**src/rtl/pc_sequencer.sv**
```systemverilog
// Program-counter sequencer with jump/call/ret/branch selection and a return-address stack.
// Define PC_SEQUENCER_RAS_WRAP_EN to make the stack circular (overwrite oldest on overflow).
module pc_sequencer #(
   parameter int unsigned         XLEN        = 19,
   parameter int unsigned         RAS_DEPTH   = 8,
   parameter int unsigned         INSTR_BYTES = 4,
   parameter logic [XLEN-1:0]     RESET_PC    = '0
) (
   input  logic             clk,
   input  logic             rst,
   input  logic             stall,
   input  logic             jump,
   input  logic             call,
   input  logic             ret,
   input  logic             branch,
   input  logic [2:0]       funct3,
   input  logic             zero,
   input  logic             neg,
   input  logic [XLEN-1:0]  target,
   output logic [XLEN-1:0]  pc,
   output logic [XLEN-1:0]  pc_plus,
   output logic             ras_empty,
   output logic             ras_full,
   output logic             ras_err
);

   localparam int unsigned AW = $clog2(RAS_DEPTH);
   localparam int unsigned CW = AW + 1;

   logic [XLEN-1:0] pc_q, pc_d;
   logic [CW-1:0]   count_q, count_d;
   logic [AW-1:0]   ptr_q, ptr_d, ptr_m1;
   logic            err_q, err_d;
   logic [XLEN-1:0] ras_mem [RAS_DEPTH];
   logic [XLEN-1:0] tos;
   logic            taken, push_ok, pop_ok, ret_empty, push_drop;

   assign pc_plus   = pc_q + XLEN'(INSTR_BYTES);
   assign ras_empty = (count_q == '0);
   assign ras_full  = (count_q == CW'(RAS_DEPTH));
   assign ptr_m1    = ptr_q - AW'(1);
   assign tos       = ras_mem[ptr_m1];
   assign pc        = pc_q;
   assign ras_err   = err_q;

   always_comb begin
      taken = branch & (((funct3 == 3'b000) & zero) | ((funct3 == 3'b001) & ~zero) |
                        ((funct3 == 3'b100) & neg)  | ((funct3 == 3'b101) & ~neg));

      // ret only acts when no jump/call competes in the same cycle
      pop_ok    = ret & ~jump & ~call & ~ras_empty;
      ret_empty = ret & ~jump & ~call & ras_empty;
`ifdef PC_SEQUENCER_RAS_WRAP_EN
      push_ok   = call;
      push_drop = 1'b0;
`else
      push_ok   = call & ~ras_full;
      push_drop = call & ras_full;
`endif

      pc_d = pc_plus;
      if (jump | call)
         pc_d = target;
      else if (pop_ok)
         pc_d = tos;
      else if (taken)
         pc_d = target;

      count_d = count_q;
      ptr_d   = ptr_q;
      if (push_ok) begin
         ptr_d = ptr_q + AW'(1);
         if (!ras_full)
            count_d = count_q + CW'(1);
      end else if (pop_ok) begin
         ptr_d   = ptr_m1;
         count_d = count_q - CW'(1);
      end

      err_d = err_q | ret_empty | push_drop;
   end

   always_ff @(posedge clk) begin
      if (rst) begin
         pc_q    <= RESET_PC;
         count_q <= '0;
         ptr_q   <= '0;
         err_q   <= 1'b0;
      end else if (!stall) begin
         pc_q    <= pc_d;
         count_q <= count_d;
         ptr_q   <= ptr_d;
         err_q   <= err_d;
      end
   end

   // Entries carry no reset; they are only read once the count says they were written.
   always_ff @(posedge clk) begin
      if (!rst && !stall && push_ok)
         ras_mem[ptr_q] <= pc_plus;
   end

endmodule
```
**config.mk**
```make
export PLATFORM = sky130hd
export DESIGN_NAME = pc_sequencer
export DESIGN_NICKNAME = d
export VERILOG_FILES = /design/src/rtl/pc_sequencer.sv
export SDC_FILE = /design/constraint.sdc
export NUM_CORES = 1
export LEC_CHECK = 0
export ABC_AREA = 0
export CORE_AREA = 2 2 143 145
export DETAILED_ROUTE_END_ITERATION = 10
export DIE_AREA = 0 0 145 147
export GPL_ROUTABILITY_DRIVEN = 0
export GPL_TIMING_DRIVEN = 1
export SETUP_SLACK_MARGIN = 0.2
export SYNTH_ARGS = -nofsm -noshare
export SYNTH_HDL_FRONTEND = slang
export SYNTH_SLANG_ARGS = --single-unit
export TNS_END_PERCENT = 10
```
**constraint.sdc**
```tcl
create_clock -name clk -period 4.9 [get_ports clk]
set_input_delay 0.735 -clock clk [delete_from_list [all_inputs] [get_ports clk]]
set_output_delay 0.735 -clock clk [all_outputs]
set_load 0.05 [all_outputs]
```
-- Word level (Yosys, flattened, before mapping)
Memories as Yosys holds them, arrays and structs flattened.
Index checks and enable logic that the tools add are counted.
- bits in registers: 27
- memory bits (writable): 152
- bits of input ports: 31
- output and inout port bits: 41
- word-level logic and storage cells: 58
- memories: 1
- $add $sub $neg: 5
- equality and inequality tests: 5
- muxes and demuxes: 10
- bitwise operators: 24
- reduce and logical (&&, ||, !) cells: 9
- memories (name ; words ; bits a word ; rd ports ; clocked after Yosys merged registers in ; wr ports ; line ; source):
    ras_mem ; 8 ; 19 ; 1 ; 0 ; 1 ; 34 ; logic [XLEN-1:0] ras_mem [RAS_DEPTH];
- operator list (cell ; count):
    19-bit two-way mux ; 3
    19-bit by 3-bit adder with 19-bit output (second input constant) ; 1
    4-bit two-way mux ; 3
    1-bit bitwise AND ; 11
    1-bit NOT ; 7
    3-bit == test (second input constant) ; 2
    3-bit two-way mux ; 2
    1-bit bitwise OR ; 6
    4-bit by 1-bit adder with 4-bit output (second input constant) ; 1
    4-bit == test (second input constant) ; 1
    4-bit zero test ; 1
    4-bit by 1-bit subtractor with 4-bit output (second input constant) ; 1
    3-bit by 1-bit adder with 3-bit output (second input constant) ; 1
    3-bit by 1-bit == test with 1-bit output (second input constant) ; 1
    3-bit zero test ; 1
    3-bit AND reduction ; 1
    3-bit by 1-bit subtractor with 3-bit output (second input constant) ; 1
    1-bit logical AND ; 2
    1-bit zero test ; 2
    1-bit two-way mux ; 2
    2-bit != test (second input constant) ; 1
    2-bit AND reduction ; 1
    2-bit nonzero test ; 1

-- Depth between registers and ports, before layout
- depth after elaboration: 9
- mapped depth: 10
- depth with buffers taken out: 9

-- Least setup slack after synthesis
No wires, ideal clock.
- path kind: register to output
- start: register pc_q[6], in the netlist pc[6]
- end: output port pc_plus[18]
- data arrival time: 2.474 ns
- slack: 1.691 ns
- cell stages (with the launch flop): 4
- buffers on the path: 0
- path through: dfxtp_1 -> nand4_1 -> nor4_1 -> xor2_1
- cells in the longest elaborated chain, start to end: 1
- ends and longest elaborated chain (item ; line ; source):
    start, declared ; 30 ; logic [XLEN-1:0] pc_q, pc_d;
    start signal, assigned ; 90 ; pc_q <= pc_d;
    19-bit by 3-bit adder with 19-bit output ; 38 ; assign pc_plus = pc_q + XLEN'(INSTR_BYTES);
    end, declared ; 21 ; output logic [XLEN-1:0] pc_plus,
Every way passes these cells.

-- Worst setup path after layout
- start: register pc_q[2], in the netlist pc[2]
- end: output port pc_plus[18]
The elaborated chain is that of the path after synthesis.

==> impl_metrics.env <==
export IMPL_hp_class="flip-flop to flip-flop"
export IMPL_slew_headroom_pct=26.4
export IMPL_post_cts_setup_buffer_count=0
export IMPL_synth_common_cells="152 x edfxtp_1, 65 x mux2i_1, 31 x a22oi_1"
export IMPL_leakage_nw=3.09
export IMPL_nNetsFinal=660
export IMPL_syn_area_um2=7730
export IMPL_grt_antenna_before_repair=0
export IMPL_cp_slowest_stage_delay_ns=0.93
export IMPL_post_layout_total_power_mw=3.80
export IMPL_critPathMaxFanout=10
export IMPL_clk_root_buffer_cell="clkbuf_16"
export IMPL_outcome="finished, final reports clean"
export IMPL_timing_critical_path_slowest_stage_cell="clkdlybuf4s50_1"
export IMPL_tightestPinTransition_ns=1.10
export IMPL_setup_tns_final_ns=0
export IMPL_ant_nets=0
export IMPL_area_fraction_of_the_dominant_cell_type_after_synthesis_pct=59.0
export IMPL_grt_util_all_layers_pct=18.9
export IMPL_nets_in_the_synthesized_netlist=581
export IMPL_yosys_cell_types_count=47
export IMPL_ir_worst_vdd_mv=0.186
export IMPL_crit_family="buffers and inverters"
export IMPL_clock_slew_at_reported_path_ffs_ns=0.07
export IMPL_cts_sink_count=179
export IMPL_grt_pass1_vias=4871
export IMPL_worstPathRequired_ns=4.16
export IMPL_route_vias_total=5057
export IMPL_postSynth_asyncResetShare_pct=0
export IMPL_die_area_um2=21300
export IMPL_max_cap_violations=0
export IMPL_worstPathCellList="ha_1, nand3_1, nor4_1, xor2_1, clkdlybuf4s50_1"
export IMPL_clock_tree_from_tritoncts="done"
export IMPL_max_freq_mhz=252
export IMPL_period_needed_ns=3.97
export IMPL_layout_drive_gt1_share_pct=12.2
export IMPL_most_used_dff_post_synth="edfxtp_1"
export IMPL_drt_first_pass_iters=5
export IMPL_grt_first_pass_wirelength_um=29800
export IMPL_die_h_um=147
export IMPL_synth_cells=545
export IMPL_netlist_top_cells_area="edfxtp_1 59%, mux2i_1 8.4%, dfxtp_1 7.0%"
export IMPL_grt_max_degree=64
export IMPL_cp_end_kind="output pin"
export IMPL_sequential_fraction_of_the_synthesis_area_pct=66.0
export IMPL_routed_wire_length_per_instance_um=21.9
export IMPL_hpwlAfterDp_um=12700
export IMPL_core_area_um2=19800
export IMPL_synthDominantAreaCellType="edfxtp_1"
export IMPL_cp_num_buf_inv=1
export IMPL_yosys_cell_count_top_type="edfxtp_1"
export IMPL_timing_final_hold_violations=0
export IMPL_setup_worst_path_start_class="flip-flop"
export IMPL_layout_worst_path_cycle_share_pct=80.9
export IMPL_diodes=0
export IMPL_placement_rows=52
export IMPL_finalMaxSlewViolations=0
export IMPL_ctsResizeCount=0
export IMPL_ys_ff_latch=179
export IMPL_synth_edff_count=152
export IMPL_violation_count_after_the_first_detailed_routing_iteration=523
export IMPL_worstSkewPairLatency_ns=0.43
export IMPL_postCtsHoldBufs=0
export IMPL_dieWidth_um=145
export IMPL_grt_overflow_total=0
export IMPL_timing_final_setup_violations=0
export IMPL_postRouteWirelength_um=19900
export IMPL_avgSynthCellArea_um2=14.2
export IMPL_synth_warnings=0
export IMPL_syn2layout_area_growth_pct=21.7
export IMPL_fin_worst_skew_ns=0.0108
export IMPL_power_density_nw_per_um2=404
export IMPL_initial_utilization_pct=39.0
export IMPL_port_buffers=71
export IMPL_path_class="flip-flop to output pin"
export IMPL_io_pins=72
export IMPL_post_drt_via_cell_ratio=5.58
export IMPL_critPathArrivalTime_ns=3.23
export IMPL_cts_max_level=4
export IMPL_rsz0062_at_grt="no"
export IMPL_drc=0
export IMPL_cts_buffers=17
export IMPL_clock_tree_buffer_depth=2
-- final timing paths --
check                           slack, ns      from  cells after the start     endpoint
worst max-delay path                 0.93     pc[2]                      5  pc_plus[18]
worst min-delay path                 0.48   ras_err                      2      ras_err
worst max register to register       1.62  ptr_q[0]                      7        pc[0]
worst min register to register       0.48   ras_err                      2      ras_err
-- metrics by stage --
stage / hold WS (ns) / area [um2] / setup slack (ns) / std cells / util, %
2_1_floorplan: 0.525 / 7730 / 1.69 / 545 / -
3_3_place_gp: 0.460 / 8820 / 1.51 / 875 / 44.5
3_5_place_dp: 0.463 / 8820 / 1.42 / 875 / 44.5
4_1_cts: 0.484 / 9410 / 0.944 / 907 / 47.4
5_1_grt: 0.513 / 9410 / 0.721 / 907 / 47.4
6_report: 0.483 / 9410 / 0.934 / 907 / 47.4
-- worst register-to-register path, stage by stage, from the launching register on --
cell and delay [ns]:
dfxtp_1 0.82, inv_1 0.32, ha_4 1.09, mux4_2 0.39
nand2_1 0.06, a21oi_1 0.18, a21oi_1 0.06, a211oi_1 0.27
-- layout by cell type (no fill, tap or decap), drive strengths merged, types with 5 or more instances in the layout --
master,netlist,layout
edfxtp,152,152
clkdlybuf4s50,0,71
mux2i,65,65
a22oi,31,31
dfxtp,27,27
nand2,25,25
nor2,24,24
inv,17,22
a21oi,21,21
buf,16,20
nand3,19,19
clkbuf,15,18
a31oi,16,16
xnor2,12,12
xor2,11,11
o21bai,10,10
o21ai,9,9
mux4,8,8
nor3,7,7
a221oi,6,6
o211ai,6,6
nand4,5,5
nor4,5,5
ha,5,5
-- kinds of logic (layout without fill, tap and decap cells) --
| group | count (synthesis) | in the layout | share of synthesized area (%) |
|---|---|---|---|
| AOI/OAI and AO/OA | 116 | 116 | 10.6 |
| and+or+nand+nor | 101 | 101 | 6.38 |
| muxes | 73 | 73 | 10.7 |
| DFF | 179 | 179 | 66.0 |
| xor gates and xnor gates | 23 | 23 | 2.61 |
| adders and majority gates | 5 | 5 | 0.809 |
| buffers and inverters | 48 | 140 | 2.80 |
-- final cells by class --
type / count / area (um2)
flip-flops and latches: 179 / 5100
fillers: 1730 / 10400
repair buffers: 91 / 861
multi-input cells: 318 / 2460
inverters: 17 / 63.8
well taps: 270 / 338
clock inverters: 14 / 153
clock buffers: 18 / 429
-- registers in the layout, indices dropped and copies added (netlist names) --
signal and count:
pc 19, ras_mem 152, count_q 4, ptr_q 3, ras_err 1
-- power by group --
| part | internal [mW] | switching (mW) |
|---|---|---|
| Sequential | 1.70 | 0.0445 |
| Combinational | 0.271 | 0.442 |
| Clock | 0.759 | 0.582 |
-- layer usage --
layer	global-route usage [%]	wire (um)
met5	0	0
met4	7.92	552
met3	4.32	1230
met1	25.0	8740
met2	30.0	9390
(Power assumes the default switching activity.)
